### src/rtl/serial_adder_pkg.sv
// Shared types and helpers for the bit-serial adder.
package serial_adder_pkg;

    typedef enum logic [1:0] {
        IDLE  = 2'd0,
        SHIFT = 2'd1,
        DONE  = 2'd2
    } state_t;

    // Bit counter width for a WIDTH-bit operand (WIDTH >= 2).
    function automatic int cnt_w(input int width);
        return $clog2(width);
    endfunction

endpackage

### src/rtl/full_adder_cell.sv
// One-bit full adder built from two half adders and an OR for the carry.
module full_adder_cell (
    input  logic x,
    input  logic y,
    input  logic ci,
    output logic s,
    output logic co
);

    logic w_s1;
    logic w_c1;
    logic w_c2;

    assign w_s1 = x ^ y;
    assign w_c1 = x & y;
    assign s    = w_s1 ^ ci;
    assign w_c2 = w_s1 & ci;
    assign co   = w_c1 | w_c2;

endmodule

### src/rtl/serial_adder_fsm.sv
// Bit-serial LSB-first adder with valid/ready handshakes on both sides.
// Define SERIAL_ADDER_OVF_EN to add the two's-complement overflow output ovf.
module serial_adder_fsm
    import serial_adder_pkg::*;
#(
    parameter int WIDTH = 8
) (
    input  logic             clk,
    input  logic             rst,
    input  logic             in_valid,
    output logic             in_ready,
    input  logic [WIDTH-1:0] a,
    input  logic [WIDTH-1:0] b,
    input  logic             cin,
    output logic             out_valid,
    input  logic             out_ready,
    output logic [WIDTH-1:0] sum,
    output logic             cout,
    output logic             busy
`ifdef SERIAL_ADDER_OVF_EN
   ,output logic             ovf
`endif
);

    localparam int CNT_W = cnt_w(WIDTH);

    state_t             r_state;
    logic [WIDTH-1:0]   r_a_sr;
    logic [WIDTH-1:0]   r_b_sr;
    logic [WIDTH-1:0]   r_sum_sr;
    logic               r_carry;
    logic [CNT_W-1:0]   r_cnt;
    logic               r_in_ready;
    logic               r_out_valid;
    logic               r_busy;
    logic [WIDTH-1:0]   r_sum;
    logic               r_cout;
    logic               w_s;
    logic               w_co;
`ifdef SERIAL_ADDER_OVF_EN
    logic               r_ovf_sr;
    logic               r_ovf;
`endif

    full_adder_cell u_fa (
        .x  (r_a_sr[0]),
        .y  (r_b_sr[0]),
        .ci (r_carry),
        .s  (w_s),
        .co (w_co)
    );

    // DONE spends its first cycle publishing sum_sr/carry to the output
    // registers, so out_valid rises WIDTH+1 cycles after the accept edge.
    always_ff @(posedge clk) begin
        if (rst) begin
            r_state     <= IDLE;
            r_a_sr      <= '0;
            r_b_sr      <= '0;
            r_sum_sr    <= '0;
            r_carry     <= 1'b0;
            r_cnt       <= '0;
            r_in_ready  <= 1'b1;
            r_out_valid <= 1'b0;
            r_busy      <= 1'b0;
            r_sum       <= '0;
            r_cout      <= 1'b0;
`ifdef SERIAL_ADDER_OVF_EN
            r_ovf_sr    <= 1'b0;
            r_ovf       <= 1'b0;
`endif
        end else begin
            case (r_state)
                IDLE: begin
                    if (in_valid && r_in_ready) begin
                        r_a_sr     <= a;
                        r_b_sr     <= b;
                        r_carry    <= cin;
                        r_cnt      <= '0;
                        r_sum_sr   <= '0;
                        r_in_ready <= 1'b0;
                        r_busy     <= 1'b1;
                        r_state    <= SHIFT;
                    end
                end
                SHIFT: begin
                    r_sum_sr <= {w_s, r_sum_sr[WIDTH-1:1]};
                    r_a_sr   <= {1'b0, r_a_sr[WIDTH-1:1]};
                    r_b_sr   <= {1'b0, r_b_sr[WIDTH-1:1]};
                    r_carry  <= w_co;
                    r_cnt    <= r_cnt + 1'b1;
                    if (r_cnt == CNT_W'(WIDTH - 1)) begin
`ifdef SERIAL_ADDER_OVF_EN
                        r_ovf_sr <= r_carry ^ w_co;
`endif
                        r_busy  <= 1'b0;
                        r_state <= DONE;
                    end
                end
                DONE: begin
                    if (!r_out_valid) begin
                        r_out_valid <= 1'b1;
                        r_sum       <= r_sum_sr;
                        r_cout      <= r_carry;
`ifdef SERIAL_ADDER_OVF_EN
                        r_ovf       <= r_ovf_sr;
`endif
                    end else if (out_ready) begin
                        r_out_valid <= 1'b0;
                        r_in_ready  <= 1'b1;
                        r_state     <= IDLE;
                    end
                end
                default: begin
                    r_in_ready  <= 1'b1;
                    r_out_valid <= 1'b0;
                    r_busy      <= 1'b0;
                    r_state     <= IDLE;
                end
            endcase
        end
    end

    assign in_ready  = r_in_ready;
    assign out_valid = r_out_valid;
    assign busy      = r_busy;
    assign sum       = r_sum;
    assign cout      = r_cout;
`ifdef SERIAL_ADDER_OVF_EN
    assign ovf       = r_ovf;
`endif

endmodule

### config.mk
export PLATFORM = sky130hd
export DESIGN_NAME = serial_adder_fsm
export DESIGN_NICKNAME = d
export VERILOG_FILES = /design/src/rtl/serial_adder_pkg.sv /design/src/rtl/full_adder_cell.sv /design/src/rtl/serial_adder_fsm.sv
export SDC_FILE = /design/constraint.sdc
export NUM_CORES = 1
export LEC_CHECK = 0
export CAP_MARGIN = 20
export CORE_MARGIN = 5
export CORE_UTILIZATION = 55
export DETAILED_ROUTE_END_ITERATION = 8
export PLACE_DENSITY = 0.83
export SLEW_MARGIN = 10
export SYNTH_ARGS = -nofsm -noshare
export SYNTH_HDL_FRONTEND = slang
export SYNTH_SLANG_ARGS = --single-unit
### constraint.sdc
create_clock -name clk -period 2.6 [get_ports clk]
set_input_delay 0.39 -clock clk [delete_from_list [all_inputs] [get_ports clk]]
set_output_delay 0.39 -clock clk [all_outputs]
set_load 0.01 [all_outputs]
# Word level (Yosys, flattened, before mapping)

Index checks and enable logic that the tools add are counted.
Widths: inputs -> output; s select.

Output and inout bits: 12
Register bits after elaboration: 42
Bits of input ports: 21
Word-level logic and storage cells: 61

Reductions and logical operators: 9
Add/subtract/negate cells: 1
Mux-type cells: 25
Bitwise gates (word level): 8
Eq/ne operators: 7

Operators with widths:

| kind                | number |
|---|---|
| $pmux 8 s2          | 3 |
| $mux 8              | 3 |
| $mux 1              | 8 |
| $mux 2              | 4 |
| $ne 2x2->1 const B  | 4 |
| $reduce_and 4->1    | 2 |
| $pmux 1 s3          | 2 |
| $pmux 2 s3          | 1 |
| $pmux 3 s2          | 1 |
| $pmux 1 s2          | 2 |
| $reduce_and 2->1    | 2 |
| $add 3x1->3 const B | 1 |
| $eq 3x3->1 const B  | 1 |
| $mux 3              | 1 |
| $not 1->1           | 3 |
| $reduce_and 3->1    | 1 |
| $and 1x1->1         | 2 |
| $eq 2x1->1 const B  | 1 |
| $eq 2x2->1 const B  | 1 |
| $logic_not 2->1     | 1 |
| $reduce_bool 2->1   | 1 |
| $reduce_or 2->1     | 1 |
| $xor 1x1->1         | 2 |
| $logic_and 1x1->1   | 1 |
| $or 1x1->1          | 1 |

# Logic depth before layout (Yosys ltp)

Gate-level depths: netlist of run 1.

Depth after elaboration: 4
Depth in mapped cells: 6

# By module

A second synthesis of run 1 with hierarchy kept.

Cells, all modules: 177
Area total of the unflattened synthesis: 1774.2 µm²

Modules (own cells, without submodules):

| module           | cells each | times used | area an instance (µm²) | sequential area each (µm²) |
|---|---|---|---|---|
| serial_adder_fsm | 176        | 1          | 1754.2                 | 840.8 |
| full_adder_cell  | 1          | 1          | 20.0                   | 0.0 |

# Least setup slack after synthesis of run 1

Ideal clock, no wire load.

Kind: register -> register
Start point: register r_carry
End point: register r_carry
Stages on the path, launching flop included: 6
Library setup time: 0.081 ns
Arrival time: 1.199 ns
Setup slack: 1.320 ns
Cell sequence: dfxtp_1 inv_1 fa_1 nor3b_1 a21oi_1 a211oi_2

Longest elaborated chain between the ends: 3

RTL lines:

| element                | RTL line               | source |
|---|---|---|
| start, declared        | serial_adder_fsm.sv:31 | `logic r_carry;` |
| start signal, assigned | serial_adder_fsm.sv:78 | `r_carry <= cin;` |
| start signal, assigned | serial_adder_fsm.sv:90 | `r_carry <= w_co;` |
| $and 1x1->1            | full_adder_cell.sv:17  | `assign w_c2 = w_s1 & ci;` |
| $or 1x1->1             | full_adder_cell.sv:18  | `assign co = w_c1 \| w_c2;` |
| $pmux 1 s2             | serial_adder_fsm.sv:73 | `case (r_state)` |

Every way passes these cells.
A chain may end at the register's enable or synchronous reset.

# Worst setup path after layout of run 1

Start point: register r_in_ready, in the netlist in_ready
End point: output in_ready

RTL lines:

| element                | RTL line                | source |
|---|---|---|
| start, declared        | serial_adder_fsm.sv:33  | `logic r_in_ready;` |
| start signal, assigned | serial_adder_fsm.sv:63  | `r_in_ready <= 1'b1;` |
| start signal, assigned | serial_adder_fsm.sv:81  | `r_in_ready <= 1'b0;` |
| start signal, assigned | serial_adder_fsm.sv:110 | `r_in_ready <= 1'b1;` |
| end, declared          | serial_adder_fsm.sv:11  | `output logic in_ready,` |

No word-level cell between the ends.

==> flow_metrics.py, run 1 <==
metrics = {
    "status": {
        "run_status": "completed",
    },
    "detailed_routing": {
        "drt-pass1-iter-count": 4,
        "drt-total-wl_mm": 3.69,
        "post_drt_via_cell_ratio": 5.48,
        "routedLengthMet1_mm": 1.74,
        "maxUsedRoutingLayer": "met4",
        "detailroute.wirelength.met3_um": 152,
        "route.detailed.wl_per_inst_um": 15.4,
        "routed-via-count": 1310,
        "antenna_left": 0,
        "detail_route.drc_violations": 0,
        "met2_layer_wire_length_in_the_routed_design_mm": 1.76,
        "first_iter_violations": 62,
    },
    "worst_setup_path": {
        "worstReg2RegEnd": "r_cnt[0]",
        "required_ns": 2.21,
        "r2r.worst_path.cells": 3,
        "cp_top_family": "buffers and inverters",
        "timing.critical_path.cells": "clkdlybuf4s50_1",
        "worst-r2r-setup-slack_ns": 1.00,
        "worst_path_buf_inv": 1,
        "cpMaxStageDelayCell": "sky130_fd_sc_hd__clkdlybuf4s50_1",
        "worst-setup-path-type": "register to output port",
        "critical_path_arrival_ns": 1.33,
        "worst_setup_path_end_kind": "output port",
        "critical_path.max_fanout": 5,
        "crit_reg_reg_startpoint": "r_state[1]",
        "largest_stage_delay_on_the_critical_path_ns": 0.57,
        "type_of_element_launching_the_critical_path": "register",
    },
    "place": {
        "detailedPlacementHpwl_mm": 2.56,
        "placed_cell_area_mm2": 0.00210,
        "place.gp.congestion": 0.746,
        "dp_slack_ns": 0.665,
        "place.port_buffers": 32,
    },
    "hold_path": {
        "worstHoldStart": "busy",
        "min-delay-path-class": "register to register",
        "cell_count_of_the_worst_hold_path": 2,
        "worst_case_hold_path_end_point": "busy",
    },
    "logic_synthesis": {
        "synth.top_cells.by_area": "sky130_fd_sc_hd__dfxtp_1, sky130_fd_sc_hd__mux2i_1, sky130_fd_sc_hd__a211oi_2",
        "post_synth_and_or_nand_nor_area_fraction_pct": 7.26,
        "post_synth_num_cell_types": 31,
        "syn_nets": 189,
        "synthMuxAreaShare_pct": 14.1,
        "ys_seq_area_share_pct": 46.9,
        "adder_and_majority_cell_fraction_of_the_synthesized_area_pct": 2.51,
        "synth_top_family_by_area": "compound AO/OA/AOI/OAI gates",
        "synth-seq-cells": 42,
        "syn_inst": 165,
        "synthesis.area_mm2": 0.00179,
        "synth.top_cell.area_share_pct": 46.9,
        "yosys_warnings": 0,
        "post_synth_xor_area_fraction_pct": 0,
        "yosysTopAreaCell": "sky130_fd_sc_hd__dfxtp_1",
        "synth.avg_cell_area_um2": 10.9,
        "complex_gate_fraction_of_the_synthesized_area_pct": 22.8,
    },
    "timing": {
        "timing.clock.skew_ns": 0.00233,
        "count_of_final_hold_check_violations": 0,
        "grt_setup_unrepaired": "no",
        "max_freq_mhz": 581,
        "finalSetupViolCount": 0,
        "worst_pin_slew_ns": 0.545,
        "fin_crit_sh_pct": 66.2,
        "fin_tns_setup_ns": 0,
        "worst_slew_margin_rel_pct": 63.6,
        "final_max_slew_viol_count": 0,
        "layout_setup_ws_ns": 0.880,
        "final.min_clock_period_ns": 1.72,
    },
    "power_and_ir_drop": {
        "worst_ir_drop_vdd_uv": 419,
        "cellPowerDensity_mw_per_mm2": 610,
        "power_total_mw": 1.33,
        "leakage_power_summed_over_all_cells_nw": 0.856,
    },
    "clocking": {
        "post-cts-setup-buffer-count": 0,
        "hold_buffers": 0,
        "htree_num_levels": 2,
        "cts.sink_count": 42,
        "tritoncts.num_buffers": 5,
        "cts-root-to-sink-buffers": 2,
        "clock_tree_from_tritoncts": "yes",
        "clkLatencyLatePin_ns": 0.34,
        "post_cts_resize_count": 0,
        "ctsRootBufferMaster": "sky130_fd_sc_hd__clkbuf_4",
        "clock_pin_slew_worst_setup_and_hold_paths_ns": 0.12,
    },
    "global_routing": {
        "via_count_of_the_first_global_routing_pass": 1323,
        "globalRouteOverflowTotal": 0,
        "grt_antenna_before_repair": 0,
        "grt.total_usage_pct": 17.9,
        "grt_max_degree": 19,
        "grt_pass1_wl_mm": 6.19,
    },
    "floorplan": {
        "initial_core_util_pct": 58.2,
        "floorplan.rows": 20,
        "die_area_mm2": 0.00450,
        "die_height_um": 67.1,
        "floorplan.die.width_um": 67.1,
        "core_region_area_mm2": 0.00308,
        "pin_count": 33,
    },
    "flow_run": {
        "max_cap_viol_count": 0,
    },
    "finish": {
        "drive_above_1_share_pct": 14.4,
        "antenna-diode-count": 0,
        "synthesis_to_finish_area_growth_pct": 21.7,
        "final_net_count": 218,
        "postLayoutCellArea_mm2": 0.00218,
        "utilization_pct": 70.9,
    },
}
==> per-stage QoR <==
step / hold slack (ns) / cells
after floorplan: 0.442 / 165
after global placement: 0.444 / 231
after detailed placement: 0.452 / 231
after CTS: 0.467 / 239
after global routing: 0.500 / 239
final: 0.464 / 239
==> layout make-up <==
class / instances / area, um2
Fill cell: 240 / 897
Timing Repair Buffer: 36 / 350
Multi-Input combinational cell: 104 / 837
Clock inverter: 2 / 37.5
Clock buffer: 6 / 41.3
Inverter: 5 / 18.8
Sequential cell: 42 / 841
Tap cell: 44 / 55.1
==> Yosys cell counts, drive strengths merged <==
master and instances:
a211oi 15, a21o 2, a21oi 20, a22o 11, a32oi 1, and2 1, buf 11, clkbuf 3
dfxtp 42, fa 1, ha 2, inv 5, mux2 2, mux2i 23, nand2 3, nand2b 2
nand3 1, nand4bb 1, nor2 13, nor3 2, nor3b 2, o211a 1, o21ai 1
==> logic make-up (layout without fill, tap and decap cells) <==
group                      Yosys count  count (layout)
muxes                               25              25
adders and majority gates            3               3
buffers and inverters               19              49
DFF                                 42              42
and+or+nand+nor                     25              25
AOI/OAI and AO/OA                   51              51
==> metal layers <==
| metal | vias to the layer above | global-route usage (%) |
|---|---|---|
| met5 | - | 0 |
| li1 | 659 | - |
| met4 | 0 | 6.08 |
| met3 | 5 | 4.89 |
| met1 | 621 | 21.8 |
| met2 | 25 | 30.2 |
==> placed cells by master, fill, tap and decap left out <==
| master | count |
|---|---|
| sky130_fd_sc_hd__dfxtp_1 | 42 |
| sky130_fd_sc_hd__clkdlybuf4s50_1 | 32 |
| sky130_fd_sc_hd__mux2i_1 | 23 |
| sky130_fd_sc_hd__a21oi_1 | 19 |
| sky130_fd_sc_hd__nor2_1 | 12 |
| sky130_fd_sc_hd__a22o_1 | 11 |
| sky130_fd_sc_hd__a211oi_2 | 10 |
| sky130_fd_sc_hd__a211oi_1 | 5 |
| sky130_fd_sc_hd__clkbuf_4 | 5 |
| sky130_fd_sc_hd__inv_1 | 4 |
| sky130_fd_sc_hd__buf_4 | 4 |
| sky130_fd_sc_hd__nand2_1 | 3 |
| sky130_fd_sc_hd__nand2b_1 | 2 |
| sky130_fd_sc_hd__mux2_2 | 2 |
| sky130_fd_sc_hd__nor3_1 | 2 |
| sky130_fd_sc_hd__nor3b_1 | 2 |
| sky130_fd_sc_hd__ha_1 | 2 |
| sky130_fd_sc_hd__nor2_4 | 1 |
| sky130_fd_sc_hd__inv_2 | 1 |
| sky130_fd_sc_hd__a21o_4 | 1 |
| sky130_fd_sc_hd__a21oi_2 | 1 |
| sky130_fd_sc_hd__and2_4 | 1 |
| sky130_fd_sc_hd__nand3_1 | 1 |
| sky130_fd_sc_hd__nand4bb_1 | 1 |
| sky130_fd_sc_hd__a32oi_1 | 1 |
| sky130_fd_sc_hd__o211a_1 | 1 |
| sky130_fd_sc_hd__o21ai_0 | 1 |
| sky130_fd_sc_hd__a21o_1 | 1 |
| sky130_fd_sc_hd__fa_1 | 1 |
| sky130_fd_sc_hd__clkinvlp_4 | 1 |
| sky130_fd_sc_hd__clkbuf_1 | 1 |
| sky130_fd_sc_hd__bufinv_16 | 1 |
==> how the worst max path moves through the flow <==
stage | from | end | cells after the start
floorplan | r_carry | r_carry | 5
global placement | in_valid | r_cnt[0] | 4
detailed placement | in_valid | r_cnt[0] | 4
CTS | in_ready | in_ready | 1
global route | in_ready | in_ready | 1
finish | in_ready | in_ready | 1
==> where the power goes <==
| group | leakage, nW | switching (mW) | internal, mW |
|---|---|---|---|
| sequential | 0.343 | 0.0271 | 0.683 |
| clock | 0.0385 | 0.206 | 0.203 |
| combinational | 0.474 | 0.105 | 0.106 |
==> state kept, by name (all words and copies together), names as in the netlist <==
register / count
busy: 1
cout: 1
in_ready: 1
out_valid: 1
r_a_sr: 8
r_b_sr: 8
r_carry: 1
r_cnt: 3
r_state: 2
r_sum_sr: 8
sum: 8
Power figures use the tool's default switching activity.
==> run 2, diff against run 1 <==
CORE_UTILIZATION = 51   (was 55)
PLACE_DENSITY = 0.78   (was 0.83)
clock period = 1.78 ns   (was 2.6 ns; I/O delays follow)
==> run 2 against run 1 <==
Effect of this change: clock skew is 0.0082 ns higher; critical path depth unchanged; largest cell class unchanged; largest power group unchanged; flip-flop and latch count unchanged.
==> flow_metrics.py, run 2 (synthesis gave the netlist of run 1 again) <==
metrics = {
    "clocking": {
        "clock_tree_from_tritoncts": "yes",
        "ctsRootBufferMaster": "sky130_fd_sc_hd__clkbuf_4",
        "cts-root-to-sink-buffers": 2,
        "htree_num_levels": 2,
        "tritoncts.num_buffers": 5,
        "clkLatencyLatePin_ns": 0.34,
        "clock_pin_slew_worst_setup_and_hold_paths_ns": 0.12,
        "hold_buffers": 0,
        "post-cts-setup-buffer-count": 0,
        "post_cts_resize_count": 0,
        "cts.sink_count": 42,
    },
    "global_routing": {
        "grt.total_usage_pct": 16.3,
        "globalRouteOverflowTotal": 0,
        "grt_max_degree": 19,
        "grt_antenna_before_repair": 0,
        "via_count_of_the_first_global_routing_pass": 1359,
        "grt_pass1_wl_mm": 6.47,
    },
    "worst_setup_path": {
        "critical_path_arrival_ns": 1.36,
        "critical_path.max_fanout": 5,
        "setup.worst_path.start": "in_ready",
        "cpMaxStageDelayCell": "sky130_fd_sc_hd__clkdlybuf4s50_1",
        "cp_top_family": "buffers and inverters",
        "worst_path_buf_inv": 1,
        "worst_setup_path_end_kind": "output port",
        "type_of_element_launching_the_critical_path": "register",
        "worst-setup-path-type": "register to output port",
        "required_ns": 1.51,
        "timing.critical_path.cells": "clkdlybuf4s50_1",
        "crit_reg_reg_startpoint": "r_carry",
        "largest_stage_delay_on_the_critical_path_ns": 0.58,
    },
    "detailed_routing": {
        "antenna_left": 0,
        "detail_route.drc_violations": 0,
        "drt-total-wl_mm": 3.68,
        "post_drt_via_cell_ratio": 5.49,
        "route.detailed.wl_per_inst_um": 15.0,
        "routed-via-count": 1346,
        "drt-pass1-iter-count": 4,
        "first_iter_violations": 51,
    },
    "floorplan": {
        "floorplan.rows": 21,
        "floorplan.die.width_um": 69.3,
        "pin_count": 33,
        "die_height_um": 69.3,
        "die_area_mm2": 0.00480,
        "core_region_area_mm2": 0.00336,
        "initial_core_util_pct": 53.3,
    },
    "timing": {
        "layout_setup_ws_ns": 0.149,
        "fin_tns_setup_ns": 0,
        "finalSetupViolCount": 0,
        "worst_slew_margin_rel_pct": 77.8,
        "final_max_slew_viol_count": 0,
        "fin_crit_sh_pct": 91.6,
        "worst_pin_slew_ns": 0.333,
        "max_freq_mhz": 613,
        "count_of_final_hold_check_violations": 0,
        "timing.clock.skew_ns": 0.0105,
        "grt_setup_unrepaired": "no",
        "final.min_clock_period_ns": 1.63,
    },
    "hold_path": {
        "worstHoldStart": "busy",
        "min-delay-path-class": "register to register",
    },
    "finish": {
        "drive_above_1_share_pct": 16.1,
        "antenna-diode-count": 0,
        "postLayoutCellArea_mm2": 0.00222,
        "number_of_fill_cells": 291,
        "multiInputGateArea_um2": 837,
        "final_cell_mix": "sky130_fd_sc_hd__dfxtp_1, sky130_fd_sc_hd__clkdlybuf4s50_1, sky130_fd_sc_hd__mux2i_1",
        "synthesis_to_finish_area_growth_pct": 23.9,
        "mostFrequentLayoutCell": "sky130_fd_sc_hd__dfxtp_1",
        "final_net_count": 222,
        "seq_area_um2": 841,
        "utilization_pct": 66.0,
        "final_cell_count_no_fill": 245,
    },
    "power_and_ir_drop": {
        "cellPowerDensity_mw_per_mm2": 831,
        "leakage_power_summed_over_all_cells_nw": 0.883,
        "worst_ir_drop_vdd_uv": 476,
    },
    "place": {
        "place.port_buffers": 32,
        "post-place-cells": 237,
        "dp_slack_ns": 0.138,
        "placed_cell_area_mm2": 0.00216,
        "place.gp.congestion": 0.728,
        "detailedPlacementHpwl_mm": 2.73,
    },
    "status": {
        "run_status": "completed",
    },
    "flow_run": {
        "max_cap_viol_count": 0,
    },
}
[run 2: final timing paths]
check	slack (ns)	depth (start not counted)	to
worst min register to register	0.48	2	busy
worst min-delay path	0.48	2	busy
worst max register to register	0.34	5	r_carry
worst max-delay path	0.15	1	in_ready
[run 2: cell type report]
cell class	instances	share of cell area [%]
multi-input cells	104	37.7
inverters	5	0.846
clock inverters	1	0.225
well taps	46	2.59
repair buffers	40	18.3
clock buffers	7	2.48
flip-flops and latches	42	37.9
[run 2: worst reg2reg max path, stage by stage (launching register included)]
cell and delay (ns):
sky130_fd_sc_hd__dfxtp_1 0.37, sky130_fd_sc_hd__inv_1 0.07, sky130_fd_sc_hd__fa_1 0.41, sky130_fd_sc_hd__nor3b_1 0.24, sky130_fd_sc_hd__a21oi_1 0.08, sky130_fd_sc_hd__a211oi_2 0.20
[run 2: power by group]
part           total (mW)  internal [mW]  switching (mW)
Combinational       0.330          0.173           0.157
Clock               0.478          0.192           0.286
Sequential           1.04          0.998          0.0396
Total                1.85           1.36           0.482
[run 2: through the flow]
step           hold slack (ns)  total power [mW]
2_1_floorplan            0.384              1.28
3_3_place_gp             0.463              1.37
3_5_place_dp             0.469              1.39
4_1_cts                  0.492              1.87
5_1_grt                  0.509              1.95
6_report                 0.483              1.85
[run 2: routing by layer]
metal	up-vias	GRT usage, %	wire, um
li1	662	-	-
met1	648	20.1	1690
met2	32	27.2	1800
met3	4	5.51	169
met4	0	3.90	14
met5	-	0	0
